**src/rtl/muldiv_pkg.sv**
```systemverilog
// Shared types and constants for the RV32M multiply/divide sequencer.
// Op encoding follows the funct3 field of the M-extension instructions.
package muldiv_pkg;

    localparam int XLEN = 32;

    // Iteration counter must be able to hold the value XLEN (final fix-up step).
    localparam int CNT_W = $clog2(XLEN + 1);

    typedef enum logic [2:0] {
        OP_MUL    = 3'b000,
        OP_MULH   = 3'b001,
        OP_MULHSU = 3'b010,
        OP_MULHU  = 3'b011,
        OP_DIV    = 3'b100,
        OP_DIVU   = 3'b101,
        OP_REM    = 3'b110,
        OP_REMU   = 3'b111
    } op_e;

    typedef enum logic [1:0] {
        S_IDLE,
        S_MUL,
        S_DIV,
        S_DONE
    } state_e;

endpackage

```
**src/rtl/muldiv_seq_div_step.sv**
```systemverilog
// One combinational restoring-divide step: shift the next dividend bit into
// the partial remainder, trial-subtract the divisor, keep the difference when
// it does not go negative. The partial remainder is always below the divisor,
// so one guard bit is enough to detect the borrow.
module div_step
    import muldiv_pkg::*;
#(
    parameter int DWIDTH = XLEN
) (
    input  logic [DWIDTH-1:0] rem_in,
    input  logic              dividend_bit,
    input  logic [DWIDTH-1:0] divisor,
    output logic [DWIDTH-1:0] rem_out,
    output logic              q_bit
);

    logic [DWIDTH:0] shifted;
    logic [DWIDTH:0] diff;

    assign shifted = {rem_in, dividend_bit};
    assign diff    = shifted - {1'b0, divisor};
    assign q_bit   = ~diff[DWIDTH];
    assign rem_out = q_bit ? diff[DWIDTH-1:0] : shifted[DWIDTH-1:0];

endmodule

```
**src/rtl/muldiv_seq.sv**
```systemverilog
// RV32M multiply/divide sequencer.
// Multiplies finish after one registered cycle; divides and remainders run
// a radix-2 restoring divider (one quotient bit per cycle, MSB first) followed
// by one sign fix-up cycle. Divide-by-zero and signed overflow are resolved
// at accept time.
// Build option: define MULDIV_EARLY_OUT_EN to finish divides whose dividend
// magnitude is below the divisor magnitude directly at accept.
module muldiv_seq
    import muldiv_pkg::*;
#(
    parameter int DWIDTH = XLEN
) (
    input  logic              clk,
    input  logic              rst_n,
    input  logic              req_valid,
    output logic              req_ready,
    input  logic [2:0]        req_sel,
    input  logic [DWIDTH-1:0] req_a,
    input  logic [DWIDTH-1:0] req_b,
    input  logic              kill,
    output logic              rsp_valid,
    input  logic              rsp_ready,
    output logic [DWIDTH-1:0] rsp_data,
    output logic              busy
);

    localparam int CW = (DWIDTH == XLEN) ? CNT_W : $clog2(DWIDTH + 1);
    localparam logic [CW-1:0] LAST = CW'(DWIDTH);

    state_e state, state_nx;

    // Latched request
    logic [DWIDTH-1:0] a_reg;
    logic [DWIDTH-1:0] b_reg;
    logic [2:0]        sel_reg;

    // Divider working registers
    logic [DWIDTH-1:0] rem_reg;
    logic [DWIDTH-1:0] quo_reg;   // dividend shifts out of the top, quotient in at the bottom
    logic [DWIDTH-1:0] dvsr_reg;
    logic              neg_q;
    logic              neg_r;
    logic [CW-1:0]     cnt;

    logic [DWIDTH-1:0] result;

    // Accept-time decode
    logic              accept;
    logic              req_signed;
    logic              req_is_rem;
    logic              a_neg;
    logic              b_neg;
    logic [DWIDTH-1:0] a_mag;
    logic [DWIDTH-1:0] b_mag;
    logic              b_zero;
    logic              ovf;
    logic              special;
    logic [DWIDTH-1:0] special_res;
    logic              early;
    logic [DWIDTH-1:0] early_res;

    assign accept     = req_valid & req_ready & ~kill;
    assign req_signed = ~req_sel[0];
    assign req_is_rem = req_sel[1];
    assign a_neg      = req_signed & req_a[DWIDTH-1];
    assign b_neg      = req_signed & req_b[DWIDTH-1];
    assign a_mag      = a_neg ? (~req_a + 1'b1) : req_a;
    assign b_mag      = b_neg ? (~req_b + 1'b1) : req_b;
    assign b_zero     = (req_b == '0);
    assign ovf        = req_signed && (req_a == {1'b1, {(DWIDTH-1){1'b0}}}) && (&req_b);
    assign special    = req_sel[2] & (b_zero | ovf);

    // Divide by zero: quotient all ones, remainder = dividend.
    // Signed overflow: quotient = dividend (most negative value), remainder 0.
    assign special_res = b_zero ? (req_is_rem ? req_a : '1)
                                : (req_is_rem ? '0    : req_a);

`ifdef MULDIV_EARLY_OUT_EN
    assign early = req_sel[2] & ~b_zero & (a_mag < b_mag);
`else
    assign early = 1'b0;
`endif
    assign early_res = req_is_rem ? req_a : '0;

    // Multiplier: both operands extended to full product width with the
    // signedness the op requires, so the low 2*DWIDTH bits are exact.
    logic                       a_sgn_mul;
    logic                       b_sgn_mul;
    logic signed [2*DWIDTH-1:0] a_ext;
    logic signed [2*DWIDTH-1:0] b_ext;
    logic signed [2*DWIDTH-1:0] prod;
    logic [DWIDTH-1:0]          mul_res;

    assign a_sgn_mul = (sel_reg != OP_MULHU);
    assign b_sgn_mul = (sel_reg == OP_MUL) || (sel_reg == OP_MULH);
    assign a_ext     = {{DWIDTH{a_sgn_mul & a_reg[DWIDTH-1]}}, a_reg};
    assign b_ext     = {{DWIDTH{b_sgn_mul & b_reg[DWIDTH-1]}}, b_reg};
    assign prod      = a_ext * b_ext;
    assign mul_res   = (sel_reg == OP_MUL) ? prod[DWIDTH-1:0] : prod[2*DWIDTH-1:DWIDTH];

    // Divider step and final sign correction
    logic [DWIDTH-1:0] step_rem;
    logic              step_q;
    logic [DWIDTH-1:0] div_res;

    div_step #(.DWIDTH(DWIDTH)) u_div_step (
        .rem_in       (rem_reg),
        .dividend_bit (quo_reg[DWIDTH-1]),
        .divisor      (dvsr_reg),
        .rem_out      (step_rem),
        .q_bit        (step_q)
    );

    assign div_res = sel_reg[1] ? (neg_r ? (~rem_reg + 1'b1) : rem_reg)
                                : (neg_q ? (~quo_reg + 1'b1) : quo_reg);

    // State register
    always_ff @(posedge clk or negedge rst_n) begin
        if (!rst_n) begin
            state <= S_IDLE;
        end else begin
            state <= state_nx;
        end
    end

    // Next-state logic; kill overrides every other transition
    always_comb begin
        state_nx = state;
        if (kill) begin
            state_nx = S_IDLE;
        end else begin
            case (state)
                S_IDLE: begin
                    if (accept) begin
                        if (!req_sel[2])            state_nx = S_MUL;
                        else if (special || early)  state_nx = S_DONE;
                        else                        state_nx = S_DIV;
                    end
                end
                S_MUL:  state_nx = S_DONE;
                S_DIV:  if (cnt == LAST) state_nx = S_DONE;
                S_DONE: if (rsp_ready) state_nx = S_IDLE;
                default: state_nx = S_IDLE;
            endcase
        end
    end

    // Datapath: latch on accept, produce the multiply result, iterate the divider
    always_ff @(posedge clk or negedge rst_n) begin
        if (!rst_n) begin
            a_reg    <= '0;
            b_reg    <= '0;
            sel_reg  <= '0;
            rem_reg  <= '0;
            quo_reg  <= '0;
            dvsr_reg <= '0;
            neg_q    <= 1'b0;
            neg_r    <= 1'b0;
            cnt      <= '0;
            result   <= '0;
        end else if (!kill) begin
            case (state)
                S_IDLE: begin
                    if (accept) begin
                        a_reg    <= req_a;
                        b_reg    <= req_b;
                        sel_reg  <= req_sel;
                        rem_reg  <= '0;
                        quo_reg  <= a_mag;
                        dvsr_reg <= b_mag;
                        neg_q    <= a_neg ^ b_neg;
                        neg_r    <= a_neg;
                        cnt      <= '0;
                        if (special)    result <= special_res;
                        else if (early) result <= early_res;
                    end
                end
                S_MUL: result <= mul_res;
                S_DIV: begin
                    if (cnt == LAST) begin
                        result <= div_res;
                    end else begin
                        rem_reg <= step_rem;
                        quo_reg <= {quo_reg[DWIDTH-2:0], step_q};
                        cnt     <= cnt + 1'b1;
                    end
                end
                default: ;
            endcase
        end
    end

    assign req_ready = (state == S_IDLE);
    assign rsp_valid = (state == S_DONE);
    assign busy      = (state != S_IDLE);
    assign rsp_data  = rsp_valid ? result : '0;

endmodule

```
**config.mk**
```make
export PLATFORM = sky130hd
export DESIGN_NAME = muldiv_seq
export DESIGN_NICKNAME = d
export VERILOG_FILES = /design/src/rtl/muldiv_pkg.sv /design/src/rtl/muldiv_seq_div_step.sv /design/src/rtl/muldiv_seq.sv
export SDC_FILE = /design/constraint.sdc
export NUM_CORES = 2
export LEC_CHECK = 0
export BUFFER_PORTS_ARGS = -buffer_cell sky130_fd_sc_hd__buf_2
export CORE_MARGIN = 10
export CORE_UTILIZATION = 46
export DETAILED_ROUTE_END_ITERATION = 8
export HOLD_SLACK_MARGIN = 0.12
export SLEW_MARGIN = 30
export SYNTH_ARGS = -nofsm -noshare
export SYNTH_HDL_FRONTEND = slang
export SYNTH_SLANG_ARGS = --single-unit
```
**constraint.sdc**
```tcl
create_clock -name clk -period 8.2 [get_ports clk]
set_input_delay 0.41 -clock clk [delete_from_list [all_inputs] [get_ports clk]]
set_output_delay 0.41 -clock clk [all_outputs]
set_load 0.01 [all_outputs]
```
## Word level (Yosys, flattened, before mapping)

Index checks and enable logic that the tools add are counted.

| cells by class | value |
|---|---|
| add/sub/neg operators | 6 |
| $mul | 1 |
| equal/unequal tests | 14 |
| muxes and demuxes | 31 |
| bitwise logic cells | 16 |
| reductions and logical operators | 14 |

Operators by type and width:

| cell | number |
|---|---|
| 32-bit two-way mux | 18 |
| 32-bit by 1-bit adder with 32-bit output (second input constant) | 4 |
| 32-bit inverter | 4 |
| 32-bit case mux with 2 select lines | 2 |
| 32-bit case mux with 3 select lines | 1 |
| 33-bit by 33-bit multiplier with 64-bit output | 1 |
| 33-bit by 32-bit subtractor with 33-bit output | 1 |
| 32-bit == test (second input constant) | 1 |
| 32-bit zero test | 1 |
| 32-bit AND reduction | 1 |
| 6-bit two-way mux | 2 |
| 6-bit case mux with 2 select lines | 1 |
| 2-bit two-way mux | 5 |
| 2-bit case mux with 4 select lines | 1 |
| 1-bit bitwise AND | 7 |
| 6-bit by 1-bit adder with 6-bit output (second input constant) | 1 |
| 6-bit == test (second input constant) | 1 |
| 3-bit by 2-bit inequality test with 1-bit output (second input constant) | 2 |
| 3-bit AND reduction | 2 |
| 5-bit AND reduction | 1 |
| 2-bit == test (second input constant) | 2 |
| 2-bit by 1-bit inequality test with 1-bit output (second input constant) | 2 |
| 2-bit inequality test (second input constant) | 2 |
| 4-bit AND reduction | 1 |
| 14 further kinds | 18 |

| word-level totals | value |
|---|---|
| flip-flop bits (word level) | 205 |
| input port bits | 72 |
| output and inout bits | 35 |

## Depth between registers and ports, before layout

| depth | value |
|---|---|
| depth in word-level cells | 10 |
| mapped depth | 32 |
| mapped depth without buffers | 29 |

## Hierarchy

Synthesis repeated with hierarchy kept, for this count alone.

| second synthesis, totals | value |
|---|---|
| cell total of the unflattened synthesis | 6170 |
| area total of the unflattened synthesis | 52964.5 sq um |

By module, submodules not included:

| module | times used | cells each | area each (sq um) | sequential area each (sq um) |
|---|---|---|---|---|
| muldiv_seq | 1 | 5865 | 50606.0 | 5104.9 |
| div_step | 1 | 305 | 2358.5 | 0.0 |

## Worst setup path before layout

No wires, ideal clock.

| timing | value |
|---|---|
| path type | flip-flop to flip-flop |
| start point | reg sel_reg[1] |
| end point | reg result[28] |
| setup time | 0.139 ns |
| data arrival time | 8.192 ns |
| slack | -0.131 ns |
| cell stages (with the launch flop) | 32 |
| buffers on the path | 2 |
| period minus slack after synthesis | 8.331 ns |
| cells stage by stage | dfrtp_1 -> clkbuf_1 -> nand2_1 -> o21a_1 -> clkbuf_1 -> nand2_1 -> inv_1 -> fa_1 -> inv_1 -> fa_1 -> inv_1 -> fa_1 -> inv_1 -> fa_1 -> inv_1 -> fa_1 -> fa_1 -> fa_1 -> inv_1 -> fa_1 -> inv_1 -> ha_1 -> a21oi_1 -> o21bai_1 -> a21oi_1 -> nor2b_1 -> o21ai_0 -> nand2b_1 -> a31oi_1 -> o21ai_0 -> a2111oi_0 -> a211oi_1 |

| on the way | value |
|---|---|
| word-level cells in the longest chain between the ends | 6 |

Ends and longest elaborated chain:

| what | line | source |
|---|---|---|
| start: declaration | muldiv_seq.sv:35 | `logic [2:0] sel_reg;` |
| start signal: assignment | muldiv_seq.sv:167 | `sel_reg <= req_sel;` |
| 3-bit by 1-bit == test with 1-bit output / 3-bit zero test (equally long branches) | muldiv_seq.sv:95, muldiv_seq.sv:99 |  |
| 1-bit logical OR | muldiv_seq.sv:95 | `assign b_sgn_mul = (sel_reg == OP_MUL) \|\| (sel_reg == OP_MULH);` |
| 1-bit bitwise AND | muldiv_seq.sv:97 | `assign b_ext = {{DWIDTH{b_sgn_mul & b_reg[DWIDTH-1]}}, b_reg};` |
| 33-bit by 33-bit multiplier with 64-bit output | muldiv_seq.sv:98 | `assign prod = a_ext * b_ext;` |
| 32-bit two-way mux | muldiv_seq.sv:99 | `assign mul_res = (sel_reg == OP_MUL) ? prod[DWIDTH-1:0] : prod[2*DWIDTH-1:DWIDTH];` |
| 32-bit case mux with 3 select lines * | muldiv_seq.sv:162 | `case (state)` |
| end signal: assignment | muldiv_seq.sv:174 | `if (special) result <= special_res;` |
| end signal: assignment | muldiv_seq.sv:175 | `else if (early) result <= early_res;` |
| end signal: assignment | muldiv_seq.sv:178 | `S_MUL: result <= mul_res;` |
| end: declaration | muldiv_seq.sv:45 | `logic [DWIDTH-1:0] result;` |

Every way passes the cells marked *; elsewhere a longest branch is shown, timed or not. The select of a mux whose other input is x is not followed.
A chain may end at the register's enable or synchronous reset.

## Final worst setup path

| timing | value |
|---|---|
| start point | reg b_reg[0] |
| end point | reg result[14] |

| on the way | value |
|---|---|
| word-level cells in the longest chain between the ends | 3 |

Ends and longest elaborated chain:

| what | line | source |
|---|---|---|
| start: declaration | muldiv_seq.sv:34 | `logic [DWIDTH-1:0] b_reg;` |
| start signal: assignment | muldiv_seq.sv:166 | `b_reg <= req_b;` |
| 33-bit by 33-bit multiplier with 64-bit output | muldiv_seq.sv:98 |  |
| 32-bit two-way mux | muldiv_seq.sv:99 |  |
| 32-bit case mux with 3 select lines | muldiv_seq.sv:162 |  |

Every way passes these cells.

==> impl_results.md <==
- Via density: 5.373
- Required time at the worst-slack endpoint: just under 9 ns
- Syn Area/Cell: 8.552 sq um
- Die W: 357.4 microns
- Worst Setup Slack, final: 0.2787 ns
- DRC Markers: 0
- R2R Setup Slk: 0.28 ns
- Post-Syn Nets: approximately 7,600
- Worst setup SP type: flop
- Worst path max stage delay: 0.55 ns
- Seq cells post-synth: 204
- Vias in the first global route: 44,310
- CTS max path bufs: 3
- Tmin final: 7.921 ns
- Worst-Skew Late Latency: 0.60 ns
- GP Congestion: 0.9588
- Vias: 41,590
- Final setup violating endpoints: 0
- Register area share after synthesis: 9.749%
- CP endpoint kind: flop
- Most frequent CP cell: fa_1
- # fillers: about 11,000
- EDFF count, synth: 0
- Total Wirelength: 159.8 mm
- Hold Startpoint: req_a[16]
- Largest net degree at the start of global routing: between 100 and 150
- Number of library cell types mapped by synthesis: 77
- Die height: 357.4 microns
- Die area: 127,700 sq um
- Remaining antenna violation count: 1
- Synth Warn #: 0
- Slowest library cell on the worst path: fa_1
- WP data arrival: around 8.5 ns
- Htree depth: 1
- Initial antenna violation count: 3
- TritonCTS clock tree: built
- Failing checks: antenna violations
- Post-synthesis cell area: 52,360 sq um
- # rows: 123
- Total core area: around 110,000 sq um
- Worst hold slack: ~0.15 ns
- CTS sink cnt: 204
- CTS clk-pin slew, worst paths: 0.07 ns
- Starting Density: 46.42%
- Max transition margin: 38.72%
- Final period utilization: a little over nine tenths
- Number of I/O port buffers: 106
- Total track usage: around 25%
- Final hold violations: 0
- Drt first pass iters: 5
- Main flop type after synthesis: dfrtp_1
- Worst r2r src: b_reg[0]
- Status: finished, violations left
- WHS Endpoint: a_reg[16]
- Clock Skew: 0.02602 ns
- First-pass GRT wire length: 254.5 mm
- Clock buffers created by TritonCTS: 27
- Fmax: 126.2 MHz
- CTS Root Buffer Type: clkbuf_16
- Synth-to-Final Area Change: 10.44%
- Post-synthesis async set-or-reset flop share: 100.0%
- Pre-CTS setup slack: -0.2327 ns
- Hpwl dp: 130.5 mm
- Actual slew at the worst max-slew pin: 0.9192 ns
- DR iter-0 viols: between 2,000 and 3,000
- Total gr overflow: 0
- Max Cap Violations: 0
- Delay-heaviest family, CP: adder cells
- Crit path kind: flop to flop
- Hold depth: 3
- Final Max Slew Viols: 0
- DR WL/cell: 20.64 microns
- Share of cells above drive strength 1: 8.627%
- Reg2Reg Capture Point: result[14]
- Worst Path Max Fanout: 17
- Hold WC Path Type: input pin to flop
- Final #Nets: 7,670
- Critical path buffers and inverters: 9
- Worst reg-to-reg path cell count: 29
- Final Util: 51.27%
- Post-Synthesis Cells: 6,123
- Ports: 107
- Crit path from: b_reg[0]
==> layout make-up <==
cell class                      count  area (sq um)  area share [%]
Sequential cell                   204          5114           8.842
Inverter                         1269          4775           8.256
Tap cell                         1500          1877           3.245
Multi-Input combinational cell   4284         41330           71.46
Antenna cell                        5         12.51         0.02164
Clock buffer                       35         765.7           1.324
Clock inverter                     13         235.2          0.4068
Timing Repair Buffer              431          3726           6.443
==> layout by cell type (no fill, tap or decap), types with 46 or more instances in the layout <==
| master | Yosys | final |
|---|---|---|
| nor3_1 | 49 | 46 |
| buf_4 | 0 | 246 |
| and2_1 | 316 | 317 |
| fa_1 | 1126 | 1123 |
| nand2_1 | 1191 | 1190 |
| nor2_1 | 183 | 180 |
| dfrtp_1 | 204 | 197 |
| buf_2 | 6 | 105 |
| a21oi_1 | 185 | 181 |
| inv_1 | 1267 | 1262 |
| o21ai_0 | 224 | 216 |
| xor2_1 | 93 | 93 |
| buf_12 | 0 | 54 |
| ha_1 | 255 | 252 |
| xnor2_1 | 121 | 121 |
==> cell usage after synthesis (all sizes together), types with 29 or more instances <==
cell	count	share of area [%]
nand3	46	0.44
nor2	184	1.3
maj3	29	0.55
clkbuf	352	2.5
a21o	38	0.54
a211oi	30	0.43
inv	1267	9.1
fa	1126	43
nand4	30	0.36
a21oi	186	1.8
xnor2	121	2.0
ha	255	6.1
xor2	94	1.6
and2	317	3.8
nand2	1191	8.5
o31ai	39	0.57
o21ai	225	2.2
dfrtp	204	9.7
nor3	50	0.49
==> worst max-delay path by stage <==
stage                       to  slack (ns)  cells past startpoint
floorplan           result[28]       0.008                     31
global placement    result[26]       -0.12                     25
detailed placement  result[26]       -0.23                     25
CTS                 result[26]        0.01                     25
global route        result[27]       -0.03                     28
finish              result[14]        0.28                     29
==> worst reg2reg max path, delay by kind of cell, from the launching register on <==
kind,cells,cell delay [ns]
AOI/OAI and AO/OA,4,0.96
adders and majority gates,9,4.41
buffers and inverters,9,0.85
DFF,1,0.46
muxes,1,0.26
and+or+nand+nor,6,0.94
==> cell families (layout without fill, tap and decap cells) <==
| kind of cell | after synthesis | count (layout) | share of synthesized area, % |
|---|---|---|---|
| AO/OA/AOI/OAI | 686 | 686 | 8.112 |
| AND/OR/NAND/NOR | 1951 | 1951 | 16.67 |
| XOR/XNOR | 215 | 215 | 3.611 |
| multiplexers | 22 | 22 | 0.4229 |
| buffers and inverters | 1635 | 1748 | 11.73 |
| flip-flops | 204 | 204 | 9.749 |
| other | 0 | 5 | 0 |
| adder cells (fa/ha/maj) | 1410 | 1410 | 49.70 |
==> routing by layer <==
layer	part of all wire [%]	GRT usage, %
met1	42	33.60
met2	49	44.25
met3	4.5	2.114
met4	3.6	7.566
met5	0.0081	0
==> stage by stage <==
stage | setup TNS, ns | cells | cell area, sq um
floorplan | 0 | 6123 | 52380
global placement | -0.1179 | 7653 | 56290
detailed placement | -0.5746 | 7653 | 56290
CTS | 0 | 7723 | 57530
global route | -0.1067 | 7736 | 57820
finish | 0 | 7741 | 57830
==> timing repair <==
action | CTS | global route
endpoints found under the hold margin | 105 | 0
endpoints found under the setup margin | 11 | 24
buffers inserted | 0 | 13
gates cloned | 0 | 0
resized for setup | 4 | 53
hold buffers | 22 | 0
pin swaps | 0 | 8
Power is not shown: default switching activity piles up to over one toggle a cycle in this logic, so the estimate is an artifact.
